$ cat config.mk
export PLATFORM = sky130hd
export DESIGN_NAME = tt_dfd_rr_onehot_arbiter
export DESIGN_NICKNAME = d
export VERILOG_FILES = /design/src/rtl/tt_dfd_rr_onehot_arbiter.sv
export SDC_FILE = /design/constraint.sdc
export NUM_CORES = 1
export LEC_CHECK = 0
export CORE_AREA = 2 2 61 63
export CTS_CLUSTER_SIZE = 16
export DETAILED_ROUTE_END_ITERATION = 10
export DIE_AREA = 0 0 63 65
export PLACE_DENSITY = 0.42
export SLEW_MARGIN = 20
export SYNTH_ARGS = -nofsm -noshare
export SYNTH_HDL_FRONTEND = slang
export SYNTH_SLANG_ARGS = --single-unit
export TNS_END_PERCENT = 30
$ cat constraint.sdc
create_clock -name clk -period 4.1 [get_ports clk]
set_clock_uncertainty 0.2 [all_clocks]
set_input_delay 0.615 -clock clk [delete_from_list [all_inputs] [get_ports clk]]
set_output_delay 0.615 -clock clk [all_outputs]
set_load 0.05 [all_outputs]
$ cat src/rtl/tt_dfd_rr_onehot_arbiter.sv
// ---------------------------------------------------------------------------
// tt_dfd_rr_onehot_arbiter
//
// Round-robin arbiter for debug-trace sources. Once a multi-beat packet starts,
// the grant stays with that source until its last beat. The winning beat is
// captured in a one-entry output register. That register drives mux_en and
// the one-hot mux_sel, which feed a downstream decoded mux directly.
//
// Ports
//   clk      : clock
//   rst_n    : asynchronous active-low reset
//   in_vld   : per-source beat valid
//   in_last  : per-source last beat of packet (meaningful with in_vld)
//   in_rdy   : per-source accept, at most one bit high (combinational)
//   mux_en   : output register holds a beat
//   mux_sel  : one-hot source of the held beat, zero when mux_en=0
//   out_rdy  : downstream consumes the held beat this cycle
// ---------------------------------------------------------------------------
module tt_dfd_rr_onehot_arbiter #(
  parameter int NUM_REQ = 4,
  parameter int PTR_W   = $clog2(NUM_REQ)
) (
  input  logic               clk,
  input  logic               rst_n,
  input  logic [NUM_REQ-1:0] in_vld,
  input  logic [NUM_REQ-1:0] in_last,
  output logic [NUM_REQ-1:0] in_rdy,
  output logic               mux_en,
  output logic [NUM_REQ-1:0] mux_sel,
  input  logic               out_rdy
);

  typedef enum logic {
    IDLE   = 1'b0,
    LOCKED = 1'b1
  } state_t;

  state_t             state;
  state_t             state_nxt;
  logic [PTR_W-1:0]   ptr;
  logic [PTR_W-1:0]   ptr_nxt;
  logic [PTR_W-1:0]   lock_owner;
  logic [PTR_W-1:0]   lock_owner_nxt;
  logic               mux_en_nxt;
  logic [NUM_REQ-1:0] mux_sel_nxt;

  logic               accept;
  logic               win_vld;
  logic [PTR_W-1:0]   win_idx;
  logic [PTR_W-1:0]   cand;
  logic               take;

  // Source index reached by stepping off positions past base, modulo NUM_REQ.
  function automatic logic [PTR_W-1:0] rot_idx(input logic [PTR_W-1:0] base,
                                               input int off);
    int s;
    s = int'(base) + off;
    if (s >= NUM_REQ) s = s - NUM_REQ;
    return s[PTR_W-1:0];
  endfunction

  // Source index following w, wrapping from NUM_REQ-1 back to 0.
  function automatic logic [PTR_W-1:0] next_idx(input logic [PTR_W-1:0] w);
    if (w == PTR_W'(NUM_REQ - 1)) return '0;
    return w + PTR_W'(1);
  endfunction

  // The output register has room when it is empty or is being drained now.
  assign accept = !mux_en || out_rdy;

  // Winner search. While locked, only the owner can win. This holds even when
  // the owner has no valid beat: the bus then idles, and no one else gets it.
  always_comb begin
    win_vld = 1'b0;
    win_idx = ptr;
    cand    = '0;
    if (state == LOCKED) begin
      win_vld = in_vld[lock_owner];
      win_idx = lock_owner;
    end else begin
      for (int k = 0; k < NUM_REQ; k++) begin
        cand = rot_idx(ptr, k);
        if (!win_vld && in_vld[cand]) begin
          win_vld = 1'b1;
          win_idx = cand;
        end
      end
    end
  end

  // rst_n gates the handshake so that no source sees in_rdy during reset.
  assign take = rst_n && accept && win_vld;

  // State register
  always_ff @(posedge clk or negedge rst_n) begin
    if (!rst_n) begin
      state      <= IDLE;
      ptr        <= '0;
      lock_owner <= '0;
      mux_en     <= 1'b0;
      mux_sel    <= '0;
    end else begin
      state      <= state_nxt;
      ptr        <= ptr_nxt;
      lock_owner <= lock_owner_nxt;
      mux_en     <= mux_en_nxt;
      mux_sel    <= mux_sel_nxt;
    end
  end

  // Next-state logic. The pointer moves only on a last beat, so a packet in
  // progress never changes the round-robin order.
  always_comb begin
    state_nxt      = state;
    ptr_nxt        = ptr;
    lock_owner_nxt = lock_owner;
    mux_en_nxt     = mux_en;
    mux_sel_nxt    = mux_sel;
    if (take) begin
      mux_en_nxt           = 1'b1;
      mux_sel_nxt          = '0;
      mux_sel_nxt[win_idx] = 1'b1;
      if (in_last[win_idx]) begin
        state_nxt = IDLE;
        ptr_nxt   = next_idx(win_idx);
      end else begin
        state_nxt      = LOCKED;
        lock_owner_nxt = win_idx;
      end
    end else if (accept) begin
      mux_en_nxt  = 1'b0;
      mux_sel_nxt = '0;
    end
  end

  // Output logic
  always_comb begin
    in_rdy = '0;
    if (take) in_rdy[win_idx] = 1'b1;
  end

endmodule

==> impl_summary.md <==
GRT
The global-route congestion overflow total is 0. The largest net degree at the start of global routing is 12. The via count of the first global-routing pass is 692.

Global routing used 10.7% of the available tracks. The first global-routing pass estimated 3450 um of wire. The initial antenna violation count is 0.

Synthesis
Ranked by instance count, the synthesized netlist is headed by dfrtp_1, inv_1, a21oi_1, nand2_1, nor2b_1. The portion of synthesized area spent on multiplexers is 9.70%. The count of cell types in the netlist is 36.

The fraction of registers with async set or reset after synthesis is 100%. The synthesized-area fraction occupied by and/or/nand/nor cells is 21.5%. After Yosys synthesis, XOR and XNOR cells account for 0% of the synthesized area. The cell taking the most area after synthesis is dfrtp_1. The share of synthesized cell area in full adder, half adder and majority cells is 5.97%. The number of nets in the synthesized netlist is 99. The average size of a mapped cell is 9.98 sq um.

In the post-synthesis netlist, the biggest area contributors are dfrtp_1, ha_1, mux2_2, nor2b_1, a21o_1. dfrtp_1 is the most common cell in the netlist. After synthesis, the largest area contributor takes up 29.9% of total cell area.

The flip-flop cell with the highest count after synthesis is dfrtp_1. The number of enable flip-flop cells after synthesis is 0. During synthesis, Yosys emitted a total of 0 warnings. The compound-cell area share of the yosys netlist is 26.7%. The cell count after synthesis came out at 84.

The synthesized netlist occupies a cell area of 838 sq um. For this run, the register share of the synthesized area comes to 29.9%. The dominant combinational cell family by area after synthesis is compound AO/OA/AOI/OAI gates. The post-synthesis sequential element count is 10.

Floorplan
The floorplan step set the die width to 63 um. The placeable core region is 3500 sq um. During I/O placement, the number of pins put on the boundary was 20. Measured along the y axis, the die boundary spans 65 um. The initialized floorplan defines 22 standard-cell rows. The effective utilization at floorplan is 24.0%. The floorplan step defined a die boundary enclosing 4100 sq um.

Critical path
The worst path required time is 3280 ps. Along the worst path, the maximum fanout reaches 9. The depth of the worst register-to-register path is 6.

The arrival time of data at the critical path endpoint is 2780 ps. STA classifies the critical path startpoint as an input port. The critical path in this run is classified as input port to output port. The sort of element at the end of the critical path is an output port.

STA
The total setup violations reported at the end of the flow is 0. The count of pins over their slew limit was 0. The number of failing hold endpoints at the final stage is 0. Timing would allow up to 278 MHz. In the final timing run, aggregate negative setup slack is 0 ps. The worst pin sits at a relative slew slack of 57.7%. For the pin with the worst max-slew slack, the measured transition is 635 ps.

The shortest clock period the worst path allows after layout is 3600 ps. Of the available clock period, the critical path in the final layout requires 87.8%. Setup repair after global routing left no endpoint under its margin.

Route
In this run, the number of DRC markers left after iteration 0 of detailed routing was 40. The total iterations of the first detailed-routing run is 4. The remaining antenna violation count after routing is 0. Detailed routing inserted a total of 699 vias. The final layout contains routed wiring with a total length of 1970 um.

The ratio of routed vias to standard cells is 4.60. After detailed routing, the average wire length per cell comes to 13.0 um. The number of remaining DRC errors is 0.

Clock tree
The later pin in the worst-skew pair is clocked with a latency of 260 ps. The register clock-pin slew on the reported worst setup and hold paths is 60 ps. The number of levels in the clock H-tree is 1. Buffers inserted to repair hold after CTS numbered 0.

The post-CTS repair timing setup buffer count is 0. The clock root buffer master is clkbuf_4. The longest clock path from root to sink contains 2 buffers. TritonCTS built the clock tree. Clock tree synthesis inserted a total of 3 buffers. Gates resized during post-CTS repair numbered 0. The number of sinks on the clock net is 10.

Cells and area
For this run, the post-layout net count is 121. The count of non-filler cells in the finished layout is 152. In the final layout, the share of cells above drive strength 1 is 23.1%.

Compared with the post-synthesis result, the final layout area differs by 31.6%. The repair_antennas step left the layout with diodes totalling 0.

Power and ir drop
The leakage power is 0.000479 uW. The ratio of total power to cell area is 673 nW/um^2. The worst-case IR drop observed on VDD is 0.315 mV.

Place
The final weighted congestion in routability-driven placement is 0.766. Buffers placed on the I/O ports in this run total 19. Counting tap cells, the placed design contains a total of 149 instances. Summed over all nets, the half-perimeter wirelength after detailed placement is 1550 um.

Run
The count of maximum capacitance violations is 0.

Min path
The tightest min-delay check is of the register to register type. The hold path depth is 1.

Run status
The flow ran to the end, and the final reports show no timing, DRC or antenna violations.
-- worst paths after layout --
check,end,startpoint,slack (ps)
max,in_rdy[0],in_vld[3],500
min,mux_sel[1],mux_sel[1],280
max reg2reg,lock_owner[0],ptr[1],1570
min reg2reg,mux_sel[1],mux_sel[1],280
max in group asynchronous,mux_sel[0],rst_n,3030
min in group asynchronous,mux_en,rst_n,510
-- area by class of cell --
type,instances,area (sq um)
clock buffers,3,22.5
fillers,383,2390
inverters,6,22.5
multi-input cells,65,536
flip-flops and latches,10,250
well taps,48,60.1
repair buffers,20,213
-- cell usage in the layout, fill, tap and decap left out, types with 4 or more instances in the layout --
| cell type | netlist | routed |
|---|---|---|
| clkdlybuf4s50_1 | 0 | 15 |
| dfrtp_1 | 10 | 10 |
| inv_1 | 6 | 6 |
| nor2b_1 | 5 | 5 |
| a21oi_1 | 5 | 5 |
| nand2_1 | 5 | 5 |
| mux2_2 | 4 | 4 |
| a21o_1 | 4 | 4 |
| ha_1 | 4 | 4 |
-- metrics by stage --
stage	cell area, sq um	power, uW	worst slack (ps)	hold slack, ps	util (%)
CTS	1100	756	488	289	31.6
global placement	1080	682	509	263	30.9
finish	1100	743	502	283	31.6
detailed placement	1080	680	499	269	30.9
global route	1100	807	333	305	31.6
floorplan	838	561	1340	119	-
-- kinds of logic after synthesis --
| group | after synthesis |
|---|---|
| flops | 10 |
| simple gates | 29 |
| mux | 6 |
| buf+inv | 9 |
| compound gates | 26 |
| fa+ha+maj | 4 |
-- layer usage --
layer	wire length (um)	vias to the layer above	global-route usage [%]
met4	6	0	4.17
met5	0	-	0
met2	874	22	17.0
met3	120	2	2.43
li1	-	345	-
met1	968	330	14.1
-- sequential cells by signal (all words and copies together), names as in the netlist --
signal      cells
state           1
lock_owner      2
mux_sel         4
ptr             2
mux_en          1
-- power by group --
part	leakage [uW]	internal, uW	switching (uW)	total, uW
clock	0.0000138	33.8	32.8	66.6
sequential	0.000123	138	53.9	192
combinational	0.000342	206	278	484
-- critical path: stages --
cell             delay (ps)
clkdlybuf4s50_1         620
nor2b_1                 120
a221oi_2                340
a31o_1                  430
inv_1                   110
ha_1                    190
and2_2                  170
buf_4                   190
Note: power is estimated with default switching activity, not from simulation.
